**src/rtl/prog_counter.sv**
```systemverilog
// Program counter and fetch sequencer for the instruction ROM.
// IDLE -> RUN on start; RUN -> HALTED on halt request; HALTED -> RUN on start.
//
// Ports:
//   clk_i            sole clock, rising edge
//   reset_i          asynchronous active-high reset
//   start_i          begin fetching at start_addr_i (IDLE/HALTED only)
//   start_addr_i     first fetch address
//   stall_i          hold the current address this cycle
//   jump_i           load jump_target_i next cycle
//   jump_target_i    absolute jump address
//   branch_i         add sign-extended branch_offset_i next cycle
//   branch_offset_i  signed 8-bit relative offset
//   halt_req_i       stop fetching and enter HALTED
//   inst_address_o   registered ROM address (straight from the PC register)
//   fetch_valid_o    inst_address_o is consumed this cycle
//   done_o           high while HALTED
//   cycle_count_o    saturating count of RUN cycles since the last start
module prog_counter #(
    parameter int AW = 11
) (
    input  logic          clk_i,
    input  logic          reset_i,
    input  logic          start_i,
    input  logic [AW-1:0] start_addr_i,
    input  logic          stall_i,
    input  logic          jump_i,
    input  logic [AW-1:0] jump_target_i,
    input  logic          branch_i,
    input  logic [7:0]    branch_offset_i,
    input  logic          halt_req_i,
    output logic [AW-1:0] inst_address_o,
    output logic          fetch_valid_o,
    output logic          done_o,
    output logic [15:0]   cycle_count_o
);

    typedef enum logic [1:0] {
        S_IDLE   = 2'd0,
        S_RUN    = 2'd1,
        S_HALTED = 2'd2
    } state_t;

    state_t        state_q, state_d;
    logic [AW-1:0] pc_q, pc_d;
    logic [15:0]   cnt_q, cnt_d;

    // Sign-extend the offset to AW bits; the sum then wraps modulo 2**AW.
    logic [AW-1:0] off_ext;
    assign off_ext = AW'($signed(branch_offset_i));

    logic [15:0] cnt_inc;
    assign cnt_inc = (cnt_q == 16'hFFFF) ? cnt_q : cnt_q + 16'd1;

    always_ff @(posedge clk_i or posedge reset_i) begin
        if (reset_i) begin
            state_q <= S_IDLE;
            pc_q    <= '0;
            cnt_q   <= '0;
        end else begin
            state_q <= state_d;
            pc_q    <= pc_d;
            cnt_q   <= cnt_d;
        end
    end

    always_comb begin
        state_d = state_q;
        pc_d    = pc_q;
        cnt_d   = cnt_q;
        unique case (state_q)
            S_IDLE, S_HALTED: begin
                if (start_i) begin
                    state_d = S_RUN;
                    pc_d    = start_addr_i;
                    cnt_d   = '0;
                end
            end
            S_RUN: begin
                // Stalled and halting cycles still count as RUN cycles.
                cnt_d = cnt_inc;
                if (halt_req_i) begin
                    state_d = S_HALTED;
                end else if (stall_i) begin
                    pc_d = pc_q;
                end else if (jump_i) begin
                    pc_d = jump_target_i;
                end else if (branch_i) begin
                    pc_d = pc_q + off_ext;
                end else begin
                    pc_d = pc_q + AW'(1);
                end
            end
            default: begin
                state_d = S_IDLE;
                pc_d    = '0;
                cnt_d   = '0;
            end
        endcase
    end

    assign inst_address_o = pc_q;
    assign fetch_valid_o  = (state_q == S_RUN) && !stall_i;
    assign done_o         = (state_q == S_HALTED);
    assign cycle_count_o  = cnt_q;

endmodule
```
**config.mk**
```make
export PLATFORM = sky130hd
export DESIGN_NAME = prog_counter
export DESIGN_NICKNAME = d
export VERILOG_FILES = /design/src/rtl/prog_counter.sv
export SDC_FILE = /design/constraint.sdc
export NUM_CORES = 1
export LEC_CHECK = 0
export CAP_MARGIN = 25
export CORE_MARGIN = 2
export CORE_UTILIZATION = 50
export CTS_CLUSTER_SIZE = 20
export DETAILED_ROUTE_END_ITERATION = 12
export MAX_ROUTING_LAYER = met4
export PLACE_DENSITY = 0.85
export SETUP_SLACK_MARGIN = 0.2
export SLEW_MARGIN = 10
export SYNTH_ARGS = -nofsm -noshare
export SYNTH_HDL_FRONTEND = slang
export SYNTH_SLANG_ARGS = --single-unit
export TNS_END_PERCENT = 50
```
**constraint.sdc**
```tcl
create_clock -name clk_i -period 5.95 [get_ports clk_i]
set_input_delay 1.19 -clock clk_i [delete_from_list [all_inputs] [get_ports clk_i]]
set_output_delay 1.19 -clock clk_i [all_outputs]
set_load 0.01 [all_outputs]
```
# Word level (Yosys, flattened, before mapping)
# Cells that the tools add are included.
classes:
  mux: 12
  eq_ne: 8
  add_sub_neg: 3
  n_reduce_logical: 7
ops:
  columns: ["cell", "count"]
  rows:
  - ["two-way mux 11 bit", 5]
  - ["two-way mux 16 bit", 2]
  - ["case mux 16 bit (2 select lines)", 1]
  - ["case mux 11 bit (2 select lines)", 1]
  - ["adder 16 x 1 -> 16 bit (second input constant)", 1]
  - ["== test 16 bit (second input constant)", 1]
  - ["adder 11 x 1 -> 11 bit (second input constant)", 1]
  - ["adder 11 bit", 1]
  - ["!= test 2 bit (second input constant)", 5]
  - ["two-way mux 2 bit", 2]
  - ["case mux 2 bit (2 select lines)", 1]
  - ["AND reduction 2 bit", 2]
  - ["AND reduction 3 bit", 1]
  - ["== test 2 x 1 -> 1 bit (second input constant)", 1]
  - ["== test 2 bit (second input constant)", 1]
  - ["logical NOT 2 bit", 1]
  - ["OR reduction 2 bit", 1]
  - ["logical AND 1 bit", 1]
  - ["logical NOT 1 bit", 1]
word_totals:
  register_bits: 29
  word_cells: 33
  output_inout_bits: 29
  input_bits: 37

# Depth between registers and ports, before layout
# Gate-level depths: netlist of the first run.
depth:
  word_depth: 6
  ltp_mapped: 9
  depth_no_buf: 9

# Worst setup path before layout of the first run
# OpenSTA, ideal clock, no wires.
synth_timing:
  kind: "input to register"
  startpoint: "input port branch_offset_i[0]"
  endpoint: "register pc_q[8], in the netlist inst_address_o[8]"
  path_stages: 9
  t_required_ns: 5.812
  t_arrival_ns: 2.726
  slack_ns: 3.086
  setup_time_ns: 0.138
  path_buffers: 0
  path_cell_list: "nand2b_1 > ha_1 > fa_1 > a21oi_1 > or3b_2 > nand2_1 > a31oi_1 > xor2_1 > o221ai_1"
synth_between:
  elab_chain_len: 6
synth_lines:
  columns: ["element", "line", "rtl"]
  rows:
  - ["start, declared", "30", "input logic [7:0] branch_offset_i,"]
  - ["adder 11 bit", "89", "pc_d = pc_q + off_ext;"]
  - ["two-way mux 11 bit", "88", "end else if (branch_i) begin"]
  - ["two-way mux 11 bit", "86", "end else if (jump_i) begin"]
  - ["two-way mux 11 bit", "84", "end else if (stall_i) begin"]
  - ["two-way mux 11 bit", "82", "if (halt_req_i) begin"]
  - ["case mux 11 bit (2 select lines)", "71", "unique case (state_q)"]
  - ["end signal, assigned", "62", "pc_q <= pc_d;"]
  - ["end, declared", "45", "logic [AW-1:0] pc_q, pc_d;"]
# No other way between the ends. The select of a mux whose other input is x is not followed.
# A chain may end at the register's enable or synchronous reset.

# Final worst setup path of the first run
layout_timing:
  startpoint: "input port stall_i"
  endpoint: "output port fetch_valid_o"
layout_between:
  elab_chain_len: 2
layout_lines:
  columns: ["element", "line", "rtl"]
  rows:
  - ["start, declared", "26", "input logic stall_i,"]
  - ["logical NOT 1 bit", "103", "assign fetch_valid_o = (state_q == S_RUN) && !stall_i;"]
  - ["logical AND 1 bit", "103", null]
  - ["end, declared", "33", "output logic fetch_valid_o,"]
# No other way between the ends.

==> results of run 1 <==
## cell usage in the layout, fill, tap and decap left out, types with 3 or more instances in the layout
cell	count
xnor2_1	16
ha_1	11
a21o_1	3
or3_1	3
clkbuf_8	5
o21ai_0	16
nand3_1	6
inv_1	7
nor4_1	3
a211oi_1	3
nand2_1	25
nor3_1	9
nand2b_1	4
clkdlybuf4s50_1	65
and2_1	7
xor2_1	3
nor2_1	22
and3_2	3
a21oi_1	19
dfrtp_1	29
and3_1	3
## stage by stage
stage / total power, mW / cell area (sq um) / hold slack (ns) / worst slack (ns) / std cells
after detailed placement: 0.687 / 2750 / 0.509 / 2.39 / 344
final: 0.897 / 2850 / 0.520 / 2.45 / 351
after global routing: 0.957 / 2850 / 0.567 / 2.40 / 351
after global placement: 0.676 / 2750 / 0.499 / 2.41 / 344
after CTS: 0.894 / 2850 / 0.524 / 2.46 / 351
after floorplan: 0.529 / 2070 / 0.539 / 3.09 / 237
## final timing paths
kind,to
worst max-delay path,fetch_valid_o
worst min-delay path,inst_address_o[3]
worst max register to register,inst_address_o[5]
worst min register to register,inst_address_o[3]
max in group asynchronous,inst_address_o[7]
min in group asynchronous,cycle_count_o[4]
## power by group through the flow
stage	sequential, mW	clock (mW)	combinational (mW)
floorplan	0.297	0	0.232
global placement	0.287	0	0.390
detailed placement	0.288	0	0.399
CTS	0.285	0.203	0.406
global route	0.291	0.214	0.452
finish	0.285	0.206	0.406
## logic make-up after synthesis
| kind of cell | Yosys count | synth area share (%) |
|---|---|---|
| adder cells (fa/ha/maj) | 12 | 7.60 |
| AO/OA/AOI/OAI | 61 | 19.8 |
| buffers and inverters | 16 | 3.38 |
| AND/OR/NAND/NOR | 97 | 24.7 |
| multiplexers | 3 | 1.51 |
| XOR/XNOR | 19 | 8.03 |
| flip-flops | 29 | 35.0 |
## layout make-up
type | count | area, sq um
clock buffers | 5 | 68.8
inverters | 7 | 26.3
fillers | 332 | 1150
clock inverters | 2 | 35.0
multi-input cells | 192 | 1280
well taps | 50 | 62.6
repair buffers | 66 | 658
flip-flops and latches | 29 | 726
## state kept, by name, indices dropped and copies added (netlist names)
| signal | count |
|---|---|
| cycle_count_o | 16 |
| inst_address_o | 11 |
| state_q | 2 |
## routing by layer
layer / vias up / global-route usage (%) / share of wire, %
met4: 0 / 11.0 / 1.0
met5: - / - / 0
met3: 5 / 5.76 / 8.1
met2: 84 / 45.6 / 50
li1: 975 / - / -
met1: 927 / 29.2 / 41
## tightest hold or removal path: stages (launching register included)
cell and delay, ns:
dfrtp_1 0.37, nand2_1 0.05, o21ai_0 0.06
==> reports/qor.yml, run 1 <==
critical_path:
  crit-reg2reg-launch: "state_q[0]"
  worstPathMaxFanout: 3
  critical_path_class: "primary input to output pin"
  cp-start-kind: "primary input"
  crit_cells: 3
  crit_arrival_ns: 2.31
  cp_slowest_cell: "clkdlybuf4s50_1"
  reg2reg_depth: 4
  timing.critical_path.mode_cell: "clkdlybuf4s50_1"
  path_buf_inv: 2
  end_kind: "output pin"
  worstPathRequired_ns: 4.76
  path_cells: "clkdlybuf4s50_1, nor2_1, clkdlybuf4s50_1"
  r2r_slack_ns: 3.83
  cpPeakStageDelay_ns: 0.54
  cp-startpoint: "stall_i"
  crit_family: "buffers and inverters"
min_path:
  hold_path_class: "flop to flop"
  min_path_cells: 2
  worstHoldStart: "inst_address_o[3]"
clock_tree:
  cts_sinks: 29
  h-tree-depth: 2
  cts_root_buf: "clkbuf_8"
  cts_tree: "built"
  path_clk_slew_ns: 0.06
  ctsHoldBuffers: 0
  cts_made_buffers: 5
  clock_latency_ns: 0.30
  post_cts_buffers: 0
  clock_path_buffers: 2
  ctsResizeCount: 0
power:
  powerDensity_nw_per_um2: 314
  power_switching_mw: 0.332
  p_leak_nw: 1.19
  sw_frac_of_total_pct: 37.0
  pwr-share-comb_pct: 45.3
  internal-power_mw: 0.565
  peakVddDrop_mv: 0.159
  seqPwrFrac_pct: 31.8
  power_frac_clock_pct: 22.9
global_route:
  antenna_found_initial: 0
  grt_pass1_wl_mm: 8.78
  grt_pass1_vias: 1969
  grt_overflow_total: 0
  grt_max_degree: 30
  gr-usage-all-layers_pct: 26.4
routing:
  wl_per_cell_um: 15.5
  drc: 0
  routed_wl_mm: 5.45
  num_vias: 1991
  vias_per_cell: 5.67
  ant_nets: 0
  first_pass_iters: 4
  drt-initial-drc-count: 149
yosys:
  synth_edf_count: 0
  synth_commonest_cells: "dfrtp_1 (29), nand2_1 (25), nor2_1 (22), a21oi_1 (19)"
  synth_top_area_share_pct: 35.0
  yosysWarningCount: 0
  synth.distinct_cells: 49
  synth_cells: 237
  yosysMostFrequentCell: "dfrtp_1"
  syn_area_sq_um: 2070
  ys_seq_elements: 29
  synthFlopType: "dfrtp_1"
  yosysSeqAreaShare_pct: 35.0
  synth.net_count: 286
  synth_top_area_cell: "dfrtp_1"
  synth_area_leaders: "dfrtp_1 (35%), xnor2_1 (6.8%), ha_1 (6.6%)"
  syn_avg_cell_area_sq_um: 8.75
  synthArstFlopShare_pct: 100
placement:
  gp_congestion: 0.942
  dpl.hpwl_mm: 3.87
  io_buffers: 65
timing:
  maxSlewViolCount: 0
  setup_viol: 0
  max_freq_mhz: 286
  final_hold_viol_count: 0
  slew_headroom_pct: 56.9
  layout_min_cycle_time_ns: 3.50
  finalCritPeriodShare_pct: 58.8
  rsz0062_at_grt: "false"
  tns_ns: 0
  clock_skew_ns: 0.00288
  tightest_slew_ns: 0.645
cells_and_area:
  utilization_pct: 71.3
  diodes: 0
  fin_nets: 350
  drive_above_1_share_pct: 7.31
  area_growth_pct: 37.7
floorplan:
  row_count: 23
  dieArea_sq_um: 4680
  io_pins: 66
  die_w_um: 68.4
  start_util_pct: 51.8
  die_y_um: 68.4
  core_sq_um: 4000
outcome:
  outcome: "complete, no violations"
run:
  drv_cap: 0
Note: power is estimated with default switching activity, not from simulation.
==> run 2: changes to the inputs <==
CORE_UTILIZATION = 47   (was 50)
PLACE_DENSITY = 0.81   (was 0.85)
clock period = 3.6 ns   (was 5.95 ns; I/O delays follow)
==> reports/qor.yml, run 2 (synthesis results as in run 1) <==
outcome:
  outcome: "complete, no violations"
floorplan:
  die_w_um: 70.4  # +3.0%
  core_sq_um: 4290  # +7.4%
  start_util_pct: 48.3  # -3.5 points
  row_count: 24  # +4.3%
  die_y_um: 70.4  # +3.0%
  dieArea_sq_um: 4960  # +6.0%
  io_pins: 66  # unchanged
critical_path:
  cp-start-kind: "primary input"
  cp-startpoint: "branch_i"
  path_buf_inv: 1  # -1
  cpPeakStageDelay_ns: 0.57  # +0.03 ns
  crit_family: "adder cells"
  crit-reg2reg-launch: "state_q[0]"
  crit_arrival_ns: 2.97  # +0.66 ns
  cp_slowest_cell: "clkdlybuf4s50_1"
  worstPathMaxFanout: 8  # +5
  path_cells: "clkdlybuf4s50_1, nand2b_1, ha_1, fa_1, a21oi_1, nor2b_1, nor2_1, xor2_1, o21ai_0, a221o_1"
  worstPathRequired_ns: 3.77  # -0.99 ns
  end_kind: "flop"
  critical_path_class: "primary input to flop"
routing:
  vias_per_cell: 5.50  # -3.1%
  num_vias: 1946  # -2.3%
  drt-initial-drc-count: 102  # -32%
  wl_per_cell_um: 15.1  # -2.9%
  drc: 0  # unchanged
  first_pass_iters: 4  # unchanged
  routed_wl_mm: 5.34  # -2.0%
  ant_nets: 0  # unchanged
clock_tree:
  path_clk_slew_ns: 0.06  # about the same
  cts_made_buffers: 5  # unchanged
  cts_root_buf: "clkbuf_8"
  clock_path_buffers: 2  # unchanged
  cts_sinks: 29  # unchanged
  ctsHoldBuffers: 0  # unchanged
  cts_tree: "built"
  h-tree-depth: 2  # unchanged
  clock_latency_ns: 0.29  # about the same
  ctsResizeCount: 0  # unchanged
  post_cts_buffers: 0  # unchanged
timing:
  max_freq_mhz: 357
  fin_ws_ns: 0.802  # -1.65 ns
  tightest_slew_ns: 0.646  # +0.00187 ns
  hold_slack_ns: 0.517  # -0.00265 ns
  tns_ns: 0  # unchanged
  setup_viol: 0  # unchanged
  finalCritPeriodShare_pct: 77.7
  final_hold_viol_count: 0  # unchanged
  slew_headroom_pct: 56.8  # -0.094 points
  clock_skew_ns: 0.00475  # +0.00187 ns
  rsz0062_at_grt: "false"
  layout_min_cycle_time_ns: 2.80
  maxSlewViolCount: 0  # unchanged
placement:
  place_ws_ns: 0.486  # -1.90 ns
  io_buffers: 65  # unchanged
  dp.cells: 346  # +0.58%
  placed_cell_area_sq_um: 2750  # about the same
  dpl.hpwl_mm: 4.00  # +3.4%
  gp_congestion: 0.997  # +5.9%
cells_and_area:
  seq_area_sq_um: 726  # unchanged
  fin_cells: 354  # +0.85%
  drive_above_1_share_pct: 7.28  # -0.024 points
  fin_nets: 350  # unchanged
  largest_register_ffs: 16  # unchanged
  num-fill-cells: 377  # +14%
  final_common_cell: "clkdlybuf4s50_1"
  stdcell_area_sq_um: 2840  # -0.66%
  diodes: 0  # unchanged
  layout_common_cells: "clkdlybuf4s50_1 (65), dfrtp_1 (29), nand2_1 (25)"
  utilization_pct: 66.0  # -5.3 points
  area_growth_pct: 36.8
  multi_input_area_sq_um: 1280  # unchanged
min_path:
  hold_path_class: "flop to flop"
  worstHoldStart: "inst_address_o[0]"
global_route:
  antenna_found_initial: 0  # unchanged
  gr-usage-all-layers_pct: 23.5  # -2.8 points
  grt_max_degree: 30  # unchanged
  grt_pass1_wl_mm: 8.98  # +2.3%
  grt_overflow_total: 0  # unchanged
  grt_pass1_vias: 1972  # +0.15%
power:
  powerDensity_nw_per_um2: 494  # +57%
  peakVddDrop_mv: 0.232  # +46%
  p_total_mw: 1.40  # +56%
  p_leak_nw: 1.19  # -0.76%
run:
  drv_cap: 0  # unchanged
## run 2: cell count changes in the layout (fill, tap and decap cells not counted)
| cell | change |
|---|---|
| clkbuf_1 | +1 |
| bufinv_16 | -1 |
| clkinv_2 | +1 |
## run 2: path summary, 6_finish.rpt
kind	end	slack, ns	depth (start not counted)
max in group asynchronous	inst_address_o[10]	2.52	3
worst max-delay path	inst_address_o[4]	0.80	10
worst min-delay path	inst_address_o[0]	0.52	2
worst min register to register	inst_address_o[0]	0.52	2
worst max register to register	inst_address_o[5]	1.47	4
min in group asynchronous	cycle_count_o[10]	0.80	3
## run 2: final cells by class
type,count,area share (%)
multi-input combinational,192,45.1
sequential,29,25.6
timing repair buffer,66,23.2
clock buffer,6,2.56
tap,52,2.29
inverter,7,0.927
clock inverter,2,0.353
## run 2: routing by layer
layer | part of all wire [%] | wire [um] | vias to the layer above | GRT usage, %
li1 | - | - | 965 | -
met1 | 42 | 2270 | 904 | 29.8
met2 | 48 | 2570 | 68 | 37.9
met3 | 7.7 | 409 | 9 | 4.47
met4 | 1.7 | 89 | 0 | 7.69
met5 | 0 | 0 | - | -
## run 2: where the power goes
group | switching (mW) | internal, mW | total, mW
registers | 0.0763 | 0.395 | 0.471
clock network | 0.132 | 0.134 | 0.266
logic | 0.327 | 0.338 | 0.664
## run 2: worst min-delay path, delay by kind of cell (launching register included)
kind	cells	cell delay, ns
flip-flops	1	0.37
AO/OA/AOI/OAI	1	0.06
AND/OR/NAND/NOR	1	0.05
